--- src/rtl/nnp_pkg.sv ---
// Shared definitions for the instruction fetch front end.
//   PC_W / INSTR_W        : default address and instruction word widths
//   OPCODE_MSB/OPCODE_LSB : opcode field position inside an instruction word
//   fetch_state_t         : fetch FSM state encoding
//   STEP_HALT             : pc_step value meaning illegal/unknown opcode
package nnp_pkg;

    localparam int PC_W       = 8;
    localparam int INSTR_W    = 32;
    localparam int OPCODE_MSB = 31;
    localparam int OPCODE_LSB = 24;

    typedef enum logic [1:0] {
        FETCH = 2'd0,
        WAIT  = 2'd1,
        HOLD  = 2'd2,
        HALT  = 2'd3
    } fetch_state_t;

    localparam logic [7:0] STEP_HALT = 8'd0;

    function automatic logic [OPCODE_MSB-OPCODE_LSB:0] opcode_of(input logic [INSTR_W-1:0] instr);
        return instr[OPCODE_MSB:OPCODE_LSB];
    endfunction

endpackage

--- src/rtl/instr_fetch_unit.sv ---
// Instruction fetch unit: issues one instruction memory read at a time,
// presents the returned word to decode and advances the PC by the step
// decode hands back on accept. A zero step parks the unit in HALT.
//
// Ports
//   clk, rst_n            : clock, asynchronous active-low reset
//   imem_req/imem_addr    : registered read request and word address
//   imem_gnt              : memory accepts the request (req & gnt)
//   imem_rvalid/rdata     : read response, at least one cycle after grant
//   instr_valid/out/pc    : instruction presented to decode
//   instr_accept/pc_step  : decode handshake and PC increment
//   flush/flush_pc        : redirect, highest priority in every state
//   halted                : unit parked after an illegal opcode
//
// state | meaning
// ------+---------------------------------------------------------------
// FETCH | request (pc) driven, waiting for grant (or for a stale response
//       | to drain when drop_pending is set)
// WAIT  | request granted, waiting for read data
// HOLD  | instruction presented, waiting for decode to accept
// HALT  | illegal opcode seen, idle until flush or reset
module instr_fetch_unit
    import nnp_pkg::*;
#(
    parameter int                       PC_W     = nnp_pkg::PC_W,
    parameter int                       INSTR_W  = nnp_pkg::INSTR_W,
    parameter logic [nnp_pkg::PC_W-1:0] RESET_PC = '0
) (
    input  logic               clk,
    input  logic               rst_n,
    output logic               imem_req,
    output logic [PC_W-1:0]    imem_addr,
    input  logic               imem_gnt,
    input  logic               imem_rvalid,
    input  logic [INSTR_W-1:0] imem_rdata,
    output logic               instr_valid,
    output logic [INSTR_W-1:0] instr_out,
    output logic [PC_W-1:0]    instr_pc,
    input  logic               instr_accept,
    input  logic [7:0]         pc_step,
    input  logic               flush,
    input  logic [PC_W-1:0]    flush_pc,
    output logic               halted
);

    fetch_state_t       state_q, state_d;
    logic [PC_W-1:0]    pc_q, pc_d;
    logic               req_q, req_d;
    logic [PC_W-1:0]    addr_q, addr_d;
    logic               valid_q, valid_d;
    logic [INSTR_W-1:0] out_q, out_d;
    logic [PC_W-1:0]    ipc_q, ipc_d;
    logic               halted_q, halted_d;
    logic               drop_q, drop_d;
    logic               handshake;

    assign handshake = req_q & imem_gnt;

    always_ff @(posedge clk or negedge rst_n) begin
        if (!rst_n) begin
            state_q  <= FETCH;
            pc_q     <= RESET_PC;
            req_q    <= 1'b0;
            addr_q   <= RESET_PC;
            valid_q  <= 1'b0;
            out_q    <= '0;
            ipc_q    <= '0;
            halted_q <= 1'b0;
            drop_q   <= 1'b0;
        end else begin
            state_q  <= state_d;
            pc_q     <= pc_d;
            req_q    <= req_d;
            addr_q   <= addr_d;
            valid_q  <= valid_d;
            out_q    <= out_d;
            ipc_q    <= ipc_d;
            halted_q <= halted_d;
            drop_q   <= drop_d;
        end
    end

    always_comb begin
        state_d  = state_q;
        pc_d     = pc_q;
        req_d    = req_q;
        addr_d   = addr_q;
        valid_d  = valid_q;
        out_d    = out_q;
        ipc_d    = ipc_q;
        halted_d = halted_q;
        drop_d   = drop_q;

        // A response owed to a request that was flushed is swallowed here,
        // whatever state the FSM has moved on to.
        if (drop_q && imem_rvalid) begin
            drop_d = 1'b0;
        end

        if (flush) begin
            state_d  = FETCH;
            pc_d     = flush_pc;
            valid_d  = 1'b0;
            halted_d = 1'b0;
            // A request is still in flight: remember to discard its data.
            // If the data arrives in the flush cycle it is simply not latched.
            if ((state_q == FETCH) && handshake) begin
                drop_d = 1'b1;
            end
            if ((state_q == WAIT) && !imem_rvalid) begin
                drop_d = 1'b1;
            end
        end else begin
            case (state_q)
                FETCH: begin
                    if (handshake) begin
                        state_d = WAIT;
                    end
                end
                WAIT: begin
                    if (imem_rvalid && !drop_q) begin
                        valid_d = 1'b1;
                        out_d   = imem_rdata;
                        ipc_d   = pc_q;
                        state_d = HOLD;
                    end
                end
                HOLD: begin
                    if (instr_accept) begin
                        valid_d = 1'b0;
                        if (pc_step == STEP_HALT) begin
                            halted_d = 1'b1;
                            state_d  = HALT;
                        end else begin
                            pc_d    = pc_q + PC_W'(pc_step);
                            state_d = FETCH;
                        end
                    end
                end
                HALT: begin
                    valid_d = 1'b0;
                end
                default: begin
                    state_d = FETCH;
                end
            endcase
        end

        // Request is registered from the next state so it drops the cycle
        // after a grant and stays low until any stale response has drained.
        req_d = (state_d == FETCH) && !drop_d;
        if (state_d == FETCH) begin
            addr_d = pc_d;
        end
    end

    assign imem_req    = req_q;
    assign imem_addr   = addr_q;
    assign instr_valid = valid_q;
    assign instr_out   = out_q;
    assign instr_pc    = ipc_q;
    assign halted      = halted_q;

endmodule

--- config.mk ---
export PLATFORM = sky130hd
export DESIGN_NAME = instr_fetch_unit
export DESIGN_NICKNAME = d
export VERILOG_FILES = /design/src/rtl/nnp_pkg.sv /design/src/rtl/instr_fetch_unit.sv
export SDC_FILE = /design/constraint.sdc
export NUM_CORES = 1
export LEC_CHECK = 0
export CAP_MARGIN = 10
export CORE_ASPECT_RATIO = 0.7
export CORE_MARGIN = 2
export CORE_UTILIZATION = 40
export DETAILED_ROUTE_END_ITERATION = 10
export GPL_TIMING_DRIVEN = 0
export HOLD_SLACK_MARGIN = 0.08
export PLACE_DENSITY_LB_ADDON = 0.1
export REMOVE_ABC_BUFFERS = 1
export SYNTH_ARGS = -nofsm -noshare
export SYNTH_HDL_FRONTEND = slang
export SYNTH_SLANG_ARGS = --single-unit
--- constraint.sdc ---
create_clock -name clk -period 1.8 [get_ports clk]
set_clock_uncertainty 0.1 [all_clocks]
set_input_delay 0.54 -clock clk [delete_from_list [all_inputs] [get_ports clk]]
set_output_delay 0.54 -clock clk [all_outputs]
set_load 0.005 [all_outputs]
### Word-level counts from Yosys, hierarchy flattened

Cells that the tools add are included.

| operators by class | value |
|---|---|
| add/sub/neg operators | 1 |
| bitwise logic cells | 2 |
| equal/unequal tests | 5 |
| reduce and logical (&&, ||, !) cells | 18 |
| mux-type cells | 22 |

Operators with widths:

| kind | count |
|---|---|
| 8-bit 2-to-1 mux | 4 |
| 1-bit 2-to-1 mux | 11 |
| 2-bit 2-to-1 mux | 5 |
| 3-bit AND reduction | 3 |
| 8-bit adder | 1 |
| 8-bit zero test | 1 |
| 2-bit one-hot mux with 3 select lines | 1 |
| 2-bit nonzero test | 3 |
| 1-bit logical AND | 5 |
| 2-bit equality test (second input constant) | 2 |
| 2-bit zero test | 2 |
| 4-bit nonzero test | 1 |
| 1-bit zero test | 3 |
| 3-bit by 2-bit != test with 1-bit output (second input constant) | 1 |
| 3-bit != test (second input constant) | 1 |
| 1-bit one-hot mux with 3 select lines | 1 |
| 2-bit by 1-bit equality test with 1-bit output (second input constant) | 1 |
| 1-bit AND | 1 |
| 1-bit inverter | 1 |

| storage, ports and cells | value |
|---|---|
| output and inout bits | 51 |
| flip-flop bits (word level) | 62 |
| logic and storage cells | 57 |
| bits of input ports | 54 |

### Logic depth before layout (Yosys ltp)

| depth | value |
|---|---|
| depth after elaboration | 7 |
| depth in mapped cells | 8 |
| mapped depth without buffers | 8 |

### Worst setup path before layout

OpenSTA, ideal clock, no wires.

| timing path | value |
|---|---|
| path kind | input to register |
| start | input port pc_step[4] |
| end | register addr_q[1] (netlist: imem_addr[1]) |
| arrival time | 1.931 ns |
| data required time | 1.575 ns |
| path slack | -0.356 ns |
| stages on the path | 5 |
| setup time | 0.125 ns |
| path buffers | 1 |
| path through | or4_4 -> o21ai_4 -> buf_4 -> nand2_2 -> mux2_4 |

| between the ends | value |
|---|---|
| word-level cells in the longest chain between the ends | 6 |
| elaborated cells on any way between the ends | 10 |
| those cells by class | mux (8); reduce/logical (2) |

Ends and longest elaborated chain:

| element | RTL line | RTL |
|---|---|---|
| start, declared | instr_fetch_unit.sv:40 | `input logic [7:0] pc_step,` |
| 8-bit zero test * | instr_fetch_unit.sv:131 | `if (pc_step == STEP_HALT) begin` |
| 2-bit 2-to-1 mux | instr_fetch_unit.sv:131 |  |
| 2-bit 2-to-1 mux | instr_fetch_unit.sv:129 | `if (instr_accept) begin` |
| 2-bit one-hot mux with 3 select lines | instr_fetch_unit.sv:114 | `case (state_q)` |
| 2-bit 2-to-1 mux | instr_fetch_unit.sv:100 | `if (flush) begin` |
| 2-bit zero test | instr_fetch_unit.sv:152 | `if (state_d == FETCH) begin` |
| end signal, assigned | instr_fetch_unit.sv:74 | `addr_q <= addr_d;` |
| end, declared | instr_fetch_unit.sv:49 | `logic [PC_W-1:0] addr_q, addr_d;` |

Mark *: on every way between the ends. The rest lies on a longest branch, timed or not.
A chain may end at the register's enable or synchronous reset.

### Worst setup path in the final report

| timing path | value |
|---|---|
| start | input port pc_step[1] |
| end | register addr_q[1] (netlist: imem_addr[1]) |

| between the ends | value |
|---|---|
| elaborated cells on any way between the ends | 11 |
| those cells by class | add/sub (1); mux (8); reduce/logical (2) |

RTL lines:

| element | RTL line | RTL |
|---|---|---|
| 8-bit adder / 8-bit zero test (equally long branches) | instr_fetch_unit.sv:135, instr_fetch_unit.sv:131 |  |
| 8-bit 2-to-1 mux * | instr_fetch_unit.sv:131 |  |
| 8-bit 2-to-1 mux * | instr_fetch_unit.sv:129 |  |
| 8-bit 2-to-1 mux * | instr_fetch_unit.sv:114 |  |
| 8-bit 2-to-1 mux * | instr_fetch_unit.sv:100 |  |
| net pc_d[1] | instr_fetch_unit.sv:47 | `logic [PC_W-1:0] pc_q, pc_d;` |

The timed path passes the listed nets; every way through them passes the cells marked *.

==> run metrics <==
status finished, violations left; failing checks negative setup slack; RR Startpoint pc_q[1]; CTS tree yes; Req. time, crit path ~1.9 ns; Syn Inst Count about 220; max-cap viol count 0; reg-to-reg slack, setup -0.14 ns; CP endpoint kind flip-flop; worst slew pin tran 0.786 ns; First-pass DRT Iterations 4; post-synthesis cell type count just over 40; Post-synth EDFFs 0; worst r2r dst pc_q[7]; TritonCTS Buffers 9; Comb power frac 0.340; sw frac 0.273; final hold vios 0; Tightest Hold Check Type input port to async pin; Post-synth top flop dfrtp_1; largest net degree at the start of global routing between 60 and 70; P_leak between 2 and 2.5 nW; row cnt 25; Peak Freq roughly 0.50 GHz; Startpoint Class input port; CP max FO 7; vias in the first global route approximately 2300; worst setup path startpoint pc_step[1]; GP Congestion ~0.8; power per cell area between 1000 and 1500 nW/um^2; clock share of power 0.255; post-DP HPWL roughly 4600 um; Max Buffers Root-to-Sink 2; DR vias about 2300; nets@finish 414; setup TNS -1.77 ns; WS Path Type input port to flip-flop; global-route wire length before repair approximately 11000 um; Layout area overhead 58.0%; die footprint 7740 sq um; fin crit share 1.11; vias per inst between 5 and 6; worst reg-to-reg path cell count 7; core area slightly below 7000 sq um; setup slack at placement -1.15 ns; GRT Util Overall 0.190; warning count from the yosys run 0; Worst-path clk slew about 0.07 ns; Root Driver clkbuf_8; H-tree Lvls 3; Overflow after GRT 0; Ports around 110; Synth async-reset ratio 1.00; CTS Hold Bufs 0; Sequential Power Share 0.405; ANT nets after route 0; P_sw roughly 1.5 mW; Worst slew margin 0.476; Detailed Route WL a little over 7000 um; count of buffers from port buffering around 100; Avg Cell Area, Syn around 13 sq um; # setup viols final 14; synthesized area approximately 2800 sq um; WL/cell approximately 16 um; Int Pwr between 3 and 4 mW; sequential area share after synthesis 0.551; Initial DRC Count 97; Final Core Density 0.655; FILL cells about 570; Ant. Diodes 0; share of cells above drive strength 1 0.325; VDD IR-drop max about 0.64 mV; CP arrival about 2.1 ns; max-slew violations 0; post-layout min period between 2 and 2.5 ns; residual DRC count 0; final hold slack ~0.18 ns; worst setup slack after layout -0.204 ns; initial core utilization 0.415; Clock Sinks slightly above 60; initial antenna violation count 0; register bit total from synthesis 62; RSZ-0062 raised after global routing true; worst skew pair latency 0.33 ns; Die W 104 um; Die Span Y ~74 um
==> repair_timing <==
item	in CTS	in global routing
setup buffers	11	8
setup endpoints to repair	111	52
pin swaps	15	9
gates resized for setup	113	12
gates cloned	1	1
==> metal layers <==
metal / routed length (um) / track usage / share of wire
met5: 0 / 0 / 0
met4: 71 / 0.0586 / 0.010
met3: 405 / 0.0570 / 0.057
met2: 3260 / 0.309 / 0.46
met1: 3310 / 0.250 / 0.47
==> synthesized netlist by cell type, types with 2 or more instances <==
library cell / n / share of area
a2bb2oi_1: 2 / 0.0062
nor3b_1: 2 / 0.0053
inv_1: 8 / 0.011
mux2i_1: 5 / 0.018
o22ai_1: 3 / 0.0067
xnor2_1: 3 / 0.0093
nand2_1: 9 / 0.012
ha_1: 7 / 0.031
nor2_1: 14 / 0.019
and3_1: 2 / 0.0044
o21a_1: 2 / 0.0053
mux2_4: 2 / 0.011
o21ai_0: 9 / 0.016
a21oi_1: 12 / 0.021
nand3_1: 3 / 0.0053
nor2b_1: 2 / 0.0044
dfrtp_1: 62 / 0.55
o211ai_1: 2 / 0.0053
mux2_2: 43 / 0.17
clkbuf_1: 3 / 0.0040
or4_4: 2 / 0.0080
buf_1: 4 / 0.0053
a211oi_1: 4 / 0.011
==> power groups by stage <==
stage                     Sequential [mW]  Clock [mW]  Combinational (mW)
after floorplan                      2.23           0               0.676
after global placement               2.18           0                1.98
after detailed placement             2.20           0                2.02
after CTS                            2.16        1.40                1.78
after global routing                 2.24        1.47                1.98
final                                2.17        1.36                1.81
==> sequential cells by signal (all words and copies together) (netlist names) <==
register,count
instr_valid,1
halted,1
imem_addr,8
imem_req,1
pc_q,8
state_q,2
instr_out,32
instr_pc,8
drop_q,1
==> cell type report <==
type,count,area (sq um),area share
Sequential cell,62,1550,0.349
Multi-Input combinational cell,145,1340,0.300
Timing Repair Buffer,126,1190,0.268
Clock buffer,10,138,0.0310
Tap cell,94,118,0.0264
Clock inverter,6,83.8,0.0189
Inverter,8,30.0,0.00675
==> per-stage QoR <==
stage	std cells	instance area [sq um]	total power, mW
after CTS	442	4320	5.34
after detailed placement	414	3960	4.22
after global routing	451	4450	5.69
after global placement	413	3940	4.16
final	451	4450	5.34
after floorplan	215	2780	2.91
==> worst max path at each step <==
stage | end | slack (ns) | depth (start not counted)
2_1_floorplan | imem_addr[1] | -0.49 | 5
3_3_place_gp | instr_out[16] | -2.04 | 1
3_5_place_dp | imem_addr[1] | -1.15 | 6
4_1_cts | imem_addr[1] | -0.18 | 6
5_1_grt | imem_addr[7] | -0.26 | 9
6_report | imem_addr[1] | -0.20 | 6
==> cell usage in the layout, fill, tap and decap left out, types with 4 or more instances in the layout <==
| cell type | synthesis | routed |
|---|---|---|
| a21oi_1 | 12 | 11 |
| buf_2 | 0 | 5 |
| buf_4 | 1 | 17 |
| buf_6 | 0 | 5 |
| clkbuf_8 | 0 | 10 |
| clkdlybuf4s50_1 | 0 | 41 |
| dfrtp_1 | 62 | 61 |
| dlygate4sd2_1 | 0 | 51 |
| ha_4 | 0 | 4 |
| inv_1 | 8 | 7 |
| mux2_2 | 43 | 41 |
| mux2_4 | 2 | 4 |
| mux2i_1 | 5 | 5 |
| nand2_1 | 9 | 8 |
| nor2_1 | 14 | 14 |
| o21ai_0 | 9 | 6 |
==> critical path, cell delays in order <==
cell and delay, ns:
buf_8 0.10, or4_4 0.55, o21ai_4 0.30, mux2i_1 0.12
mux2_4 0.27, mux2_4 0.25
==> cell families after synthesis <==
group / share of synthesized area
compound gates: 0.108
buf+inv: 0.0227
mux: 0.200
xor+xnor: 0.00934
flops: 0.551
fa+ha+maj: 0.0382
simple gates: 0.0707
Note: power is estimated with default switching activity, not from simulation.
